**src/rtl/jpeg_coef_buffer.sv**
```systemverilog
// jpeg_coef_buffer: double-buffered 8x8 coefficient block buffer.
// Collects sparse natural-order coefficients into one bank, zero-fills the
// unwritten positions and replays each complete block as a dense 64-beat
// valid/accept stream while the other bank fills.
//
// Ports:
//   clk_i, rst_ni          clock, synchronous active-low reset
//   img_start_i            flush all buffered blocks and the output stream
//   inport_*               sparse coefficient input (valid/data/idx/id/eob)
//   inport_accept_o        current write bank can take a block
//   outport_*              dense output stream (valid/data/idx/id/last)
//   outport_accept_i       downstream takes the current beat
//
// Option: define JPEG_COEF_COL_ORDER_EN to read each block column-major
// (positions 0,8,16,...,56,1,9,...); default is raster order.
`timescale 1ns/1ps

module jpeg_coef_buffer (
    input  logic        clk_i,
    input  logic        rst_ni,
    input  logic        img_start_i,
    input  logic        inport_valid_i,
    input  logic [15:0] inport_data_i,
    input  logic [5:0]  inport_idx_i,
    input  logic [31:0] inport_id_i,
    input  logic        inport_eob_i,
    output logic        inport_accept_o,
    output logic        outport_valid_o,
    output logic [15:0] outport_data_o,
    output logic [5:0]  outport_idx_o,
    output logic [31:0] outport_id_o,
    output logic        outport_last_o,
    input  logic        outport_accept_i
);

    typedef enum logic [1:0] {IDLE, STREAM, DRAIN} state_t;

    state_t      state_q, state_d;
    logic [15:0] mem_q  [2][64];
    logic [63:0] mask_q [2];
    logic [31:0] id_q   [2];
    logic [1:0]  full_q;
    logic        wr_bank_q;
    logic        rd_bank_q;
    logic [5:0]  rd_cnt_q, cnt_d;

    logic        out_valid_q;
    logic [15:0] out_data_q;
    logic [5:0]  out_idx_q;
    logic [31:0] out_id_q;
    logic        out_last_q;

    logic        wr_en;
    logic        out_ready;
    logic        load;
    logic        release_blk;
    logic        drop_valid;
    logic        ld_bank;
    logic [5:0]  ld_cnt;
    logic [5:0]  ld_pos;
    logic [15:0] ld_data;

    // Beats into a full bank are dropped; img_start_i discards same-cycle beats.
    assign wr_en     = inport_valid_i && !full_q[wr_bank_q] && !img_start_i;
    assign out_ready = !out_valid_q || outport_accept_i;

`ifdef JPEG_COEF_COL_ORDER_EN
    assign ld_pos = {ld_cnt[2:0], ld_cnt[5:3]};
`else
    assign ld_pos = ld_cnt;
`endif

    assign ld_data = mask_q[ld_bank][ld_pos] ? mem_q[ld_bank][ld_pos] : 16'd0;

    // IDLE loads beat 0 directly so the first beat appears one cycle after
    // the full flag. DRAIN waits for the last beat's accept; if the other
    // bank is already full its beat 0 is loaded on the same edge (no bubble).
    always_comb begin
        state_d     = state_q;
        cnt_d       = rd_cnt_q;
        load        = 1'b0;
        release_blk = 1'b0;
        drop_valid  = 1'b0;
        ld_bank     = rd_bank_q;
        ld_cnt      = rd_cnt_q;
        unique case (state_q)
            IDLE: begin
                if (full_q[rd_bank_q]) begin
                    load    = 1'b1;
                    ld_cnt  = 6'd0;
                    cnt_d   = 6'd1;
                    state_d = STREAM;
                end
            end
            STREAM: begin
                if (out_ready) begin
                    load  = 1'b1;
                    cnt_d = rd_cnt_q + 6'd1;
                    if (rd_cnt_q == 6'd63) begin
                        state_d = DRAIN;
                    end
                end
            end
            DRAIN: begin
                if (out_valid_q && outport_accept_i) begin
                    release_blk = 1'b1;
                    cnt_d       = 6'd0;
                    if (full_q[~rd_bank_q]) begin
                        load    = 1'b1;
                        ld_bank = ~rd_bank_q;
                        ld_cnt  = 6'd0;
                        cnt_d   = 6'd1;
                        state_d = STREAM;
                    end else begin
                        drop_valid = 1'b1;
                        state_d    = IDLE;
                    end
                end
            end
            default: state_d = IDLE;
        endcase
    end

    always_ff @(posedge clk_i) begin
        if (!rst_ni || img_start_i) begin
            state_q <= IDLE;
        end else begin
            state_q <= state_d;
        end
    end

    // Coefficient storage needs no reset: the masks gate every read.
    always_ff @(posedge clk_i) begin
        if (rst_ni && wr_en) begin
            mem_q[wr_bank_q][inport_idx_i] <= inport_data_i;
        end
    end

    always_ff @(posedge clk_i) begin
        if (!rst_ni) begin
            mask_q[0]   <= '0;
            mask_q[1]   <= '0;
            id_q[0]     <= '0;
            id_q[1]     <= '0;
            full_q      <= '0;
            wr_bank_q   <= 1'b0;
            rd_bank_q   <= 1'b0;
            rd_cnt_q    <= '0;
            out_valid_q <= 1'b0;
            out_data_q  <= '0;
            out_idx_q   <= '0;
            out_id_q    <= '0;
            out_last_q  <= 1'b0;
        end else if (img_start_i) begin
            mask_q[0]   <= '0;
            mask_q[1]   <= '0;
            full_q      <= '0;
            wr_bank_q   <= 1'b0;
            rd_bank_q   <= 1'b0;
            rd_cnt_q    <= '0;
            out_valid_q <= 1'b0;
        end else begin
            rd_cnt_q <= cnt_d;
            // A write only targets a non-full bank and a release only a full
            // one, so these never touch the same bank in one cycle.
            if (wr_en) begin
                mask_q[wr_bank_q][inport_idx_i] <= 1'b1;
                if (inport_eob_i) begin
                    id_q[wr_bank_q]   <= inport_id_i;
                    full_q[wr_bank_q] <= 1'b1;
                    wr_bank_q         <= ~wr_bank_q;
                end
            end
            if (release_blk) begin
                mask_q[rd_bank_q] <= '0;
                full_q[rd_bank_q] <= 1'b0;
                rd_bank_q         <= ~rd_bank_q;
            end
            if (load) begin
                out_valid_q <= 1'b1;
                out_data_q  <= ld_data;
                out_idx_q   <= ld_pos;
                out_id_q    <= id_q[ld_bank];
                out_last_q  <= (ld_cnt == 6'd63);
            end else if (drop_valid) begin
                out_valid_q <= 1'b0;
            end
        end
    end

    assign inport_accept_o = !full_q[wr_bank_q];
    assign outport_valid_o = out_valid_q;
    assign outport_data_o  = out_data_q;
    assign outport_idx_o   = out_idx_q;
    assign outport_id_o    = out_id_q;
    assign outport_last_o  = out_last_q;

endmodule
```
**config.mk**
```make
export PLATFORM = sky130hd
export DESIGN_NAME = jpeg_coef_buffer
export DESIGN_NICKNAME = d
export VERILOG_FILES = /design/src/rtl/jpeg_coef_buffer.sv
export SDC_FILE = /design/constraint.sdc
export NUM_CORES = 2
export LEC_CHECK = 0
export ABC_CLOCK_PERIOD_IN_PS = 11090
export CAP_MARGIN = 20
export CORE_ASPECT_RATIO = 0.8
export CORE_UTILIZATION = 43
export CTS_CLUSTER_SIZE = 28
export DETAILED_ROUTE_END_ITERATION = 10
export PLACE_DENSITY = 0.65
export SETUP_SLACK_MARGIN = 0.02
export SKIP_LAST_GASP = 1
export SLEW_MARGIN = 20
export SYNTH_ARGS = -nofsm -noshare
export SYNTH_HDL_FRONTEND = slang
export SYNTH_SLANG_ARGS = --single-unit
export TNS_END_PERCENT = 100
```
**constraint.sdc**
```tcl
create_clock -name clk_i -period 11.09 [get_ports clk_i]
set_clock_uncertainty 0.05 [all_clocks]
set_input_delay 1.109 -clock clk_i [delete_from_list [all_inputs] [get_ports clk_i]]
set_output_delay 1.109 -clock clk_i [all_outputs]
set_load 0.005 [all_outputs]
```
==> results by stage <==
Clock network:
- After clock tree synthesis, the setup repair step added 0 buffers.
- Counting the buffers created by CTS gives 210.
- The clock net in this run drives a total of 2308 sinks.
- Hold repair after CTS inserted 0 buffers.
- Clock-pin slew was measured on the worst setup and hold paths at 0.07 ns.
- The maximum buffer depth of the clock tree is 3.
- The tree is rooted in a sky130_fd_sc_hd__clkbuf_16.
- The number of gates resized after CTS was 0.
- The clock latency of the later-clocked register in the worst-skew pair is 0.85 ns.
- TritonCTS built the clock tree.
- The number of levels in the clock H-tree is 4.

Placed design:
- The count of buffers added on input and output ports is 116.
- The placed wire-length estimate is 164800 µm.
- The congestion estimate from routability-driven global placement came to 0.9522.

STA:
- The highest achievable clock rate is 173.4 MHz.
- The sum of negative setup slack is 0 ns.
- Of the available clock period, the critical path in the final layout requires 0.5199.
- Setup repair after global routing left no endpoint under its margin.
- The number of max-slew violations in the final report is 0.
- Headroom to the max-slew limit came out at 0.1421.
- At the pin with the least slew margin, the transition time is 1.283 ns.
- The final setup violation count is 0.
- The final count of hold timing violations is 0.
- The smallest clock period supported by the final layout is computed as 5.766 ns.

Critical path:
- Data arrives at the worst endpoint at 6.44 ns.
- The worst setup path is of the input port to flip-flop kind.
- The number of buffer and inverter stages on the critical path is 3.
- The type of origin of the critical path is an input port.
- The signal on the critical path passes through clkdlybuf4s50_1 > and4b_1 > a22o_4 > buf_4 > buf_4 > nand2_1 > o31ai_1 > o311ai_2 > a32oi_1 > nor2_1.
- The critical path endpoint category is a flip-flop.
- The largest single stage delay on the critical path is 0.87 ns.
- The maximum fanout count along the critical path is 51.
- For the worst setup path, the data required time is 11.76 ns.
- In this design, the critical path's most frequently occurring cell is sky130_fd_sc_hd__buf_4.
- The cell with the largest stage delay on the worst path is sky130_fd_sc_hd__o31ai_1.
- In this design, the largest share of critical-path delay is due to compound AO/OA/AOI/OAI gates.

GRT:
- For this run, the total global-route usage over all layers was measured as 0.2652.
- The pin count of the biggest net entering global routing is 131.
- The initial antenna violation count is 19.
- The via count of the first global-routing pass came to 54000.
- After global routing the overflow that remains totals 0.
- The first global-routing pass estimated 401700 µm of wire.

Floorplanning:
- The floorplan step defined a die boundary enclosing 0.2119 mm².
- The number of ports placed on the die boundary is 117.
- The die is 411.9 µm tall.
- Measured along the x axis, the die boundary spans 514.4 µm.
- The starting utilization of the core area is 0.4324.
- The initialized floorplan defines 150 standard-cell rows.
- The floorplan core area is 0.2089 mm².

Min path:
- In this run the worst hold path is classified as flip-flop to flip-flop.

Yosys:
- In this run the cell area of the synthesized design comes to 0.09032 mm².
- The post-synthesis adder-cell area fraction is 0.0006927.
- The number of enable flip-flop cells after synthesis is 2112.
- During synthesis, Yosys emitted a total of 0 warnings.
- Of the total synthesized cell area, the portion taken by AND, OR, NAND and NOR gates is 0.09906.
- The post-synthesis average cell area is 14.69 µm².
- The fraction of synthesis flops using an asynchronous set or reset pin is 0.
- Of the total synthesized cell area, the portion taken by XOR and XNOR cells is 0.0004849.
- After synthesis, the largest family of logic cells by area is simple AND/OR/NAND/NOR gates.
- The part of the Yosys area used for sequential elements is 0.7456.
- The flip-flop and latch count after synthesis is 2308.
- The synthesized netlist contains 88 unique library cells.
- The most used flip-flop cell after synthesis is sky130_fd_sc_hd__edfxtp_1.
- The gate count of the mapped netlist is 6147.
- The multiplexer area fraction after synthesis is 0.05993.
- The complex-gate fraction of the synthesized area was 0.07111.
- Counting every net in the synthesized netlist gives 6212.

Pwr:
- The total power consumption of the routed design is 17.26 mW.
- For this design the ratio of total power to cell area is 168.7 mW/mm².
- The largest voltage drop on the vdd net is 174.7 µV.
- In this run the static leakage power is 32.69 nW.

Run status:
- The run finished with clean final reports.

Final layout:
- The top cell types in the final layout, fill and taps aside, are sky130_fd_sc_hd__edfxtp_1, sky130_fd_sc_hd__nand2_1, sky130_fd_sc_hd__a21oi_1, sky130_fd_sc_hd__nand3_1, sky130_fd_sc_hd__nor2_1.
- The library cell used most frequently in the layout, excluding fill and tap cells, is sky130_fd_sc_hd__edfxtp_1.
- The final layout contains 6369 nets.
- Compared with the post-synthesis result, the final layout area differs by 13.27%.
- The fraction of layout cells with a size suffix above 1 is 0.1283.

Detailed routing:
- After detailed routing, the wire length on met1 is 110000 µm.
- For this block, the via count after detailed routing is 57420.
- The final routed wire length divided by cell count is 30.63 µm.
- The average via count per standard cell is 6.166.
- Wire segments on met2 add up to 121700 µm in the final route.
- In this run, the number of DRC markers left after iteration 0 of detailed routing was 9394.
- In this run the remaining antenna-violating nets after routing total 0.
- For this block, the routed nets add up to 285300 µm of wire.
- After detailed routing, the met3 layer carries 40380 µm of wire.
- The uppermost layer routed is met5.
- The number of search-and-repair iterations in the first detailed-routing pass is 8.
- In the routed design, unresolved DRC markers number 0.

Flow run:
- The max-cap violation count is 0.
[worst min-delay path, cell delays in order (launching register included)]
cell                      delay, ns
sky130_fd_sc_hd__dfxtp_1       0.32
sky130_fd_sc_hd__nand2_1       0.05
sky130_fd_sc_hd__a21oi_1       0.05
[where the power goes]
part / leakage, nW / switching [mW] / internal [mW]
logic: 8.67 / 0.317 / 0.0901
registers: 20.6 / 0.00986 / 9.50
clock network: 3.37 / 3.28 / 4.06
[Yosys cell counts (16+ instances only)]
master                      number  area (µm²)
sky130_fd_sc_hd__edfxtp_1     2112       63420
sky130_fd_sc_hd__nand2_1      1184        4444
sky130_fd_sc_hd__a21oi_1       385        1927
sky130_fd_sc_hd__nor2_1        361        1355
sky130_fd_sc_hd__nand3_1       300        1501
sky130_fd_sc_hd__mux2i_1       210        2102
sky130_fd_sc_hd__dfxtp_1       196        3924
sky130_fd_sc_hd__buf_2         187       935.9
sky130_fd_sc_hd__mux4_2        145        3266
sky130_fd_sc_hd__clkbuf_1      112       420.4
sky130_fd_sc_hd__a31oi_1        95       594.3
sky130_fd_sc_hd__o21ai_0        86       430.4
sky130_fd_sc_hd__a32oi_1        78       683.2
sky130_fd_sc_hd__buf_4          68       510.5
sky130_fd_sc_hd__and2_1         66       412.9
sky130_fd_sc_hd__a221oi_1       58       508.0
sky130_fd_sc_hd__a311oi_1       37       324.1
sky130_fd_sc_hd__nand4_1        32       200.2
sky130_fd_sc_hd__o22ai_1        31       193.9
sky130_fd_sc_hd__nor3_1         30       150.1
sky130_fd_sc_hd__and3_1         28       175.2
sky130_fd_sc_hd__a221o_1        27       270.3
sky130_fd_sc_hd__nor4_1         26       162.7
sky130_fd_sc_hd__a22oi_1        23       172.7
sky130_fd_sc_hd__buf_1          21       78.83
sky130_fd_sc_hd__a2111oi_0      19       166.4
sky130_fd_sc_hd__a211oi_1       16       120.1
[final cells by class]
cell class	count	area [µm²]
clock buffers	282	5811
inverters	10	37.54
multi-input cells	3432	21420
diodes	8	20.02
well taps	2812	3518
clock inverters	118	1134
repair buffers	342	3012
fillers	17470	106600
flip-flops and latches	2308	67350
[final timing paths]
kind,from,end,slack (ns),cells after the start
worst max register to register,state_q[0]$_SDFFE_PP0P_,outport_data_o[1]$_SDFFE_PN0P_,5.35,11
worst min register to register,outport_idx_o[4]$_SDFFE_PN0P_,outport_idx_o[4]$_SDFFE_PN0P_,0.42,2
worst min-delay path,outport_idx_o[4]$_SDFFE_PN0P_,outport_idx_o[4]$_SDFFE_PN0P_,0.42,2
worst max-delay path,outport_accept_i,outport_data_o[1]$_SDFFE_PN0P_,5.32,10
[flip-flops by register name, summed over array words and instances, names as in the netlist]
signal,flops
outport_id_o,32
outport_last_o,1
outport_data_o,16
state_q,2
outport_idx_o,6
rd_cnt_q,6
mem_q,2048
full_q,2
wr_bank_q,1
mask_q,128
id_q,64
rd_bank_q,1
outport_valid_o,1
[routing by layer]
layer	vias to the layer above	GRT usage
met5	-	0
met4	6	0.1078
met3	634	0.08301
met2	4079	0.3795
met1	28940	0.3747
li1	23760	-
[per-stage QoR]
stage / hold WS [ns] / cells / utilization / worst slack [ns] / cell area, µm²
2_1_floorplan: 0.3988 / 6147 / - / 5.953 / 90320
3_3_place_gp: 0.4035 / 8898 / 0.4554 / 4.110 / 95130
3_5_place_dp: 0.4104 / 8901 / 0.4559 / 4.587 / 95240
4_1_cts: 0.4193 / 9301 / 0.4892 / 5.409 / 102200
5_1_grt: 0.4435 / 9305 / 0.4897 / 5.127 / 102300
6_report: 0.4152 / 9312 / 0.4898 / 5.324 / 102300
[cells by family after synthesis]
kind of cell,Yosys count
xor gates and xnor gates,5
muxes,359
adders and majority gates,5
DFF,2308
AOI/OAI and AO/OA,969
and+or+nand+nor,2094
buffers and inverters,407
Power figures use the tool's default switching activity.
